$ cat config.mk
export PLATFORM = sky130hd
export DESIGN_NAME = fader_ramp_flat
export DESIGN_NICKNAME = d
export VERILOG_FILES = /design/src/rtl/fader_ramp_if.sv /design/src/rtl/fader_ramp.sv /design/src/flat_wrapper.sv
export SDC_FILE = /design/constraint.sdc
export NUM_CORES = 1
export LEC_CHECK = 0
export ABC_CLOCK_PERIOD_IN_PS = 5360
export CORE_ASPECT_RATIO = 1.2
export CORE_UTILIZATION = 49
export CTS_BUF_LIST = sky130_fd_sc_hd__clkbuf_4 sky130_fd_sc_hd__clkbuf_8
export CTS_CLUSTER_DIAMETER = 30
export DETAILED_ROUTE_END_ITERATION = 10
export GPL_TIMING_DRIVEN = 1
export PLACE_DENSITY = 0.64
export REMOVE_ABC_BUFFERS = 1
export SLEW_MARGIN = 20
export SYNTH_ARGS = -nofsm -noshare
export SYNTH_HDL_FRONTEND = slang
export SYNTH_SLANG_ARGS = --single-unit
$ cat constraint.sdc
create_clock -name clk -period 5.36 [get_ports clk]
set_input_delay 0.536 -clock clk [delete_from_list [all_inputs] [get_ports clk]]
set_output_delay 0.536 -clock clk [all_outputs]
set_load 0.03 [all_outputs]
$ cat src/rtl/fader_ramp_if.sv
// Sample/gain bus between a source and fader_ramp. The mute line exists only
// when FADER_MUTE_EN is defined.
interface fader_ramp_if #(
    parameter int BITSIZE  = 16,
    parameter int GAINBITS = 8
);
    logic signed [BITSIZE-1:0] in;
    logic                      in_valid;
    logic [GAINBITS-1:0]       target_gain;
`ifdef FADER_MUTE_EN
    logic                      mute;
`endif
    logic signed [BITSIZE-1:0] out;
    logic                      out_valid;
    logic                      busy;

    modport master (
        output in, in_valid, target_gain,
`ifdef FADER_MUTE_EN
        output mute,
`endif
        input  out, out_valid, busy
    );

    modport slave (
        input  in, in_valid, target_gain,
`ifdef FADER_MUTE_EN
        input  mute,
`endif
        output out, out_valid, busy
    );
endinterface

$ cat src/rtl/fader_ramp.sv
// Click-free gain fader: slew-limited gain, serial shift-add multiply, saturated output.
// Optional FADER_MUTE_EN adds a mute input that ramps the gain to zero.
module fader_ramp #(
    parameter int BITSIZE   = 16,
    parameter int GAINBITS  = 8,
    parameter int RAMP_STEP = 1
) (
    input logic         clk,
    input logic         rst,
    fader_ramp_if.slave bus
);
    localparam int ACCW = BITSIZE + GAINBITS + 1;
    localparam int CW   = $clog2(GAINBITS + 1);
    localparam logic [CW-1:0]       LAST_CNT = CW'(GAINBITS - 1);
    localparam logic [GAINBITS:0]   STEP_W   = (GAINBITS+1)'(RAMP_STEP);
    localparam logic [GAINBITS-1:0] STEP_G   = GAINBITS'(RAMP_STEP);
    localparam logic signed [ACCW-1:0] SAT_MAX =
        {{(ACCW-BITSIZE+1){1'b0}}, {(BITSIZE-1){1'b1}}};
    localparam logic signed [ACCW-1:0] SAT_MIN = ~SAT_MAX;

    typedef enum logic {IDLE, MUL} state_t;

    state_t                    r_state;
    logic [GAINBITS-1:0]       r_gain;
    logic [GAINBITS-1:0]       r_mgain;
    logic signed [ACCW-1:0]    r_acc;
    logic signed [ACCW-1:0]    r_mcand;
    logic [CW-1:0]             r_cnt;
    logic signed [BITSIZE-1:0] r_out;
    logic                      r_out_valid;
    logic                      r_busy;

    logic [GAINBITS-1:0]       w_tgt;
    logic [GAINBITS:0]         w_diff;
    logic [GAINBITS-1:0]       w_next_gain;
    logic signed [ACCW-1:0]    w_sum;
    logic signed [ACCW-1:0]    w_shr;
    logic signed [BITSIZE-1:0] w_res;

    // Slew limiter: step toward the target, snapping when within one step.
    always_comb begin
        w_tgt = bus.target_gain;
`ifdef FADER_MUTE_EN
        if (bus.mute) w_tgt = '0;
`endif
        w_diff = (w_tgt >= r_gain) ? ({1'b0, w_tgt} - {1'b0, r_gain})
                                   : ({1'b0, r_gain} - {1'b0, w_tgt});
        if (w_diff <= STEP_W)      w_next_gain = w_tgt;
        else if (w_tgt > r_gain)   w_next_gain = r_gain + STEP_G;
        else                       w_next_gain = r_gain - STEP_G;
    end

    // Final partial product folded in combinationally so the last MUL edge writes out.
    always_comb begin
        w_sum = r_acc + (r_mgain[0] ? r_mcand : '0);
        w_shr = w_sum >>> (GAINBITS - 1);
        if (w_shr > SAT_MAX)      w_res = {1'b0, {(BITSIZE-1){1'b1}}};
        else if (w_shr < SAT_MIN) w_res = {1'b1, {(BITSIZE-1){1'b0}}};
        else                      w_res = w_shr[BITSIZE-1:0];
    end

    always_ff @(posedge clk or posedge rst) begin
        if (rst) begin
            r_state     <= IDLE;
            r_gain      <= '0;
            r_mgain     <= '0;
            r_acc       <= '0;
            r_mcand     <= '0;
            r_cnt       <= '0;
            r_out       <= '0;
            r_out_valid <= 1'b0;
            r_busy      <= 1'b0;
        end else begin
            r_out_valid <= 1'b0;
            case (r_state)
                IDLE: begin
                    if (bus.in_valid) begin
                        r_gain  <= w_next_gain;
                        r_mgain <= w_next_gain;
                        r_mcand <= {{(ACCW-BITSIZE){bus.in[BITSIZE-1]}}, bus.in};
                        r_acc   <= '0;
                        r_cnt   <= '0;
                        r_busy  <= 1'b1;
                        r_state <= MUL;
                    end
                end
                MUL: begin
                    r_acc   <= w_sum;
                    r_mcand <= r_mcand <<< 1;
                    r_mgain <= r_mgain >> 1;
                    r_cnt   <= r_cnt + 1'b1;
                    if (r_cnt == LAST_CNT) begin
                        r_out       <= w_res;
                        r_out_valid <= 1'b1;
                        r_busy      <= 1'b0;
                        r_state     <= IDLE;
                    end
                end
                default: r_state <= IDLE;
            endcase
        end
    end

    assign bus.out       = r_out;
    assign bus.out_valid = r_out_valid;
    assign bus.busy      = r_busy;
endmodule

$ cat src/flat_wrapper.sv
// flat-port wrapper written by rule: the top's interface ports become plain ports
module fader_ramp_flat 
#(
    parameter int BITSIZE   = 16,
    parameter int GAINBITS  = 8,
    parameter int RAMP_STEP = 1
)
  (clk, rst, bus_in, bus_in_valid, bus_target_gain, bus_out, bus_out_valid, bus_busy);
  fader_ramp_if #(.BITSIZE(BITSIZE), .GAINBITS(GAINBITS)) bus_i ();
  input logic clk;
  input logic rst;
  input wire logic [$bits(bus_i.in)-1:0] bus_in;
  input wire logic [$bits(bus_i.in_valid)-1:0] bus_in_valid;
  input wire logic [$bits(bus_i.target_gain)-1:0] bus_target_gain;
  output wire logic [$bits(bus_i.out)-1:0] bus_out;
  output wire logic [$bits(bus_i.out_valid)-1:0] bus_out_valid;
  output wire logic [$bits(bus_i.busy)-1:0] bus_busy;
  assign bus_i.in = bus_in;
  assign bus_i.in_valid = bus_in_valid;
  assign bus_i.target_gain = bus_target_gain;
  assign bus_out = bus_i.out;
  assign bus_out_valid = bus_i.out_valid;
  assign bus_busy = bus_i.busy;
  fader_ramp #(.BITSIZE(BITSIZE), .GAINBITS(GAINBITS), .RAMP_STEP(RAMP_STEP)) u_core (.clk(clk), .rst(rst), .bus(bus_i));
endmodule
==> results.tsv <==
stage	metric	value	unit
global_routing	gr usage total	22.6	%
global_routing	first-pass GRT wire length	23900	um
global_routing	initial antenna violation count	0	
clock_network	# clock sinks	89	
route	Metal-1 WL	6620	um
timing	Final Hold Viols	0	
synthesis	YS warnings	0	
floorplan	Die X	105	um
cells_and_area	layout net count	800	
synthesis	Post-synth EDFFs	0	
timing	fin crit share	87.6	%
global_routing	largest net degree at the start of global routing	122	
floorplan	IO Pins	45	
power	Leakage	3.27	nW
placement	HPWL reported at the end of detailed placement	10200	um
cells_and_area	FILL cells	1114	
clock_network	root buf cell	clkbuf_8	
floorplan	die area	0.0132	sq mm
clock_network	cts bufs inserted	9	
placement	Port-buffer cells	44	
power	PD cells	595	mW/mm^2
timing	worst-margin pin slew	1.02	ns
floorplan	core area	0.0123	sq mm
clock_network	H-tree depth	3	
route	remaining antenna violation count	0	
timing	slew margin rel.	31.8	%
worst_setup_path	Worst setup SP type	primary input	
route	Routed WL	14100	um
clock_network	CTS tree	yes	
clock_network	clock slew seen by the registers of the worst setup and hold paths	0.11	ns
clock_network	clk buf depth	2	
placement	RD Place Congestion	0.837	
route	Vias/cell	5.69	
global_routing	Remaining Overflow, GRT	0	
run	Max-Cap Viols	0	
timing	min cycle time layout	4.70	ns
synthesis	Async S/R FF share, synth	100	%
cells_and_area	Multi-input gate area	0.00370	sq mm
synthesis	most area-consuming cells after synthesis	dfrtp_1, ha_1, a21oi_1, o21ai_0, nand2_1	
outcome	run status	completed	
synthesis	Netlist cell types	68	
route	DR DRC count	0	
synthesis	post-synth top area cell	dfrtp_1	
synthesis	Synth top area share	35.7	%
cells_and_area	share of layout cells above drive strength 1	7.02	%
worst_setup_path	Reg2Reg Setup Slack	1.02	ns
timing	Max Freq	213	MHz
synthesis	sequential area share after synthesis	35.7	%
worst_setup_path	WS Path Type	primary input to register	
worst_setup_path	Worst EP arrival	4.97	ns
clock_network	worst skew pair latency	0.38	ns
clock_network	post_cts resized	0	
synthesis	Mapped Area	0.00623	sq mm
route	met3 wire length	368	um
worst_setup_path	crit path max fanout	6	
route	max layer used	met4	
worst_hold_path	HP Class	primary input to async pin	
worst_setup_path	Crit path required time	5.63	ns
timing	max-slew violation count	0	
worst_setup_path	Reg2Reg Depth	17	
cells_and_area	area taken by flip-flops and latches	0.00223	sq mm
timing	total negative slack	0	ns
global_routing	vias in the first global route	4961	
timing	RSZ-0062 raised after global routing	no	
cells_and_area	Area Overhead vs Synth	11.1	%
cells_and_area	n_diodes	0	
synthesis	Syn Inst Count	700	
route	DR iter-0 viols	250	
route	drt first pass iters	4	
floorplan	Initial Util	50.8	%
synthesis	ys flop type	dfrtp_1	
power	Peak VDD IR	0.000380	V
floorplan	die height	126	um
route	Routed WL per cell	15.8	um
timing	setup violators final	0	
worst_setup_path	crit path capture type	register	
clock_network	Setup Buffers After CTS	0	
route	met2 wire len	6760	um
route	vias	5057	
clock_network	Post-CTS Hold Buffers	0	
synthesis	Synth Register Bits	89	
timing	clock skew	0.0190	ns
synthesis	syn avg cell area	8.91	sq um
floorplan	num rows	44	
power	Tot Pwr	0.00412	W
-- where the power goes --
group          leakage [nW]  internal [W]  switching, W
Clock                0.0999      0.000224      0.000275
Combinational          2.06       0.00103       0.00137
Sequential             1.11      0.000978      0.000236
Total                  3.27       0.00224       0.00188
-- per-stage QoR --
step | hold slack (ns) | cell area (sq um) | std cells | util [%] | worst slack (ns)
2_1_floorplan | 0.463 | 6040 | 663 | - | 1.32
3_3_place_gp | 0.480 | 6710 | 872 | 54.7 | 0.478
3_5_place_dp | 0.485 | 6720 | 872 | 54.7 | 0.327
4_1_cts | 0.506 | 6930 | 888 | 56.4 | 0.696
5_1_grt | 0.515 | 6930 | 888 | 56.4 | 0.335
6_report | 0.501 | 6930 | 888 | 56.4 | 0.664
-- cell usage in the layout (no fill, tap or decap), drive strengths merged, types with 3 or more instances in the layout --
master	Yosys	routed
mux2i	26	26
xnor2	19	19
buf	10	5
and2	25	25
nor2	44	44
o21a	8	8
nor3b	3	3
nand2	75	75
nand2b	26	26
a221o	16	16
o21ai	64	64
a21o	20	20
or2	6	6
clkdlybuf4s50	0	43
or4	3	3
fa	4	4
a31o	3	3
a31oi	5	5
nor3	8	8
o211ai	4	4
nand3	9	9
and3	4	4
o21bai	5	5
o31ai	3	3
clkbuf	27	9
ha	47	47
nor2b	7	7
dfrtp	89	89
a21oi	66	66
inv	31	33
nand4	5	5
xor2	12	12
-- cells in the mapped netlist, drive strengths merged, types with 3 or more instances --
master and number:
o31ai 3, o21ai 64, and3 4, a221o 16, fa 4, o21bai 5, a21oi 66, buf 10
nor3 8, nand4 5, inv 31, clkbuf 27, or4 3, dfrtp 89, a31oi 5, ha 47
xor2 12, or2 6, nor2b 7, nand2 75, xnor2 19, o211ai 4, a21o 20, nand3 9
nand2b 26, o21a 8, and2 25, nor3b 3, nor2 44, a31o 3, mux2i 26
-- per-layer routing --
layer | vias up | track usage (%)
met5 | - | 0
met4 | 0 | 9.03
met3 | 24 | 4.01
met2 | 73 | 37.2
met1 | 2449 | 29.6
li1 | 2511 | -
-- worst max-delay path, cell delays in order --
cell             delay [ns]
clkdlybuf4s50_1        0.56
inv_1                  0.11
ha_1                   0.33
nor2b_1                0.14
o21ai_0                0.31
a21boi_1               0.20
o31ai_2                0.42
inv_1                  0.10
o22ai_1                0.46
ha_1                   0.33
a21o_1                 0.17
a21oi_1                0.21
nor2b_1                0.07
o21a_1                 0.18
nor4_1                 0.19
nor3_1                 0.10
xnor3_1                0.21
mux2i_1                0.08
a211oi_1               0.26
-- final cells by class --
cell class                      count  share of cell area, %
Inverter                           31                   1.70
Multi-Input combinational cell    543                   53.5
Clock inverter                      7                   1.23
Clock buffer                        9                   1.79
Timing Repair Buffer               48                   6.72
Tap cell                          161                   2.91
Sequential cell                    89                   32.2
-- sequential cells by signal, indices dropped and copies added, names as in the netlist --
signal	cells
u_core.r_state	1
u_core.r_mcand	25
u_core.r_mgain	8
u_core.bus.out_valid	1
u_core.bus.busy	1
u_core.r_cnt	4
u_core.r_acc	25
u_core.bus.out	16
u_core.r_gain	8
-- worst paths after layout --
check,end,startpoint
worst max-delay path,u_core.r_mgain[7],bus_target_gain[1]
worst min-delay path,u_core.bus.out[15],rst
worst max register to register,u_core.r_mgain[7],u_core.r_gain[1]
worst min register to register,u_core.r_mcand[18],u_core.r_mcand[17]
max in group asynchronous,u_core.r_gain[5],rst
min in group clk,u_core.r_mcand[18],u_core.r_mcand[17]
-- kinds of logic after synthesis --
kind of cell	count (synthesis)	share of synthesized area [%]
AO/OA/AOI/OAI	210	21.5
XOR/XNOR	32	4.72
AND/OR/NAND/NOR	224	18.2
adder cells (fa/ha/maj)	51	10.7
buffers and inverters	68	4.92
flip-flops	89	35.7
multiplexers	26	4.17
Note: power is estimated with default switching activity, not from simulation.
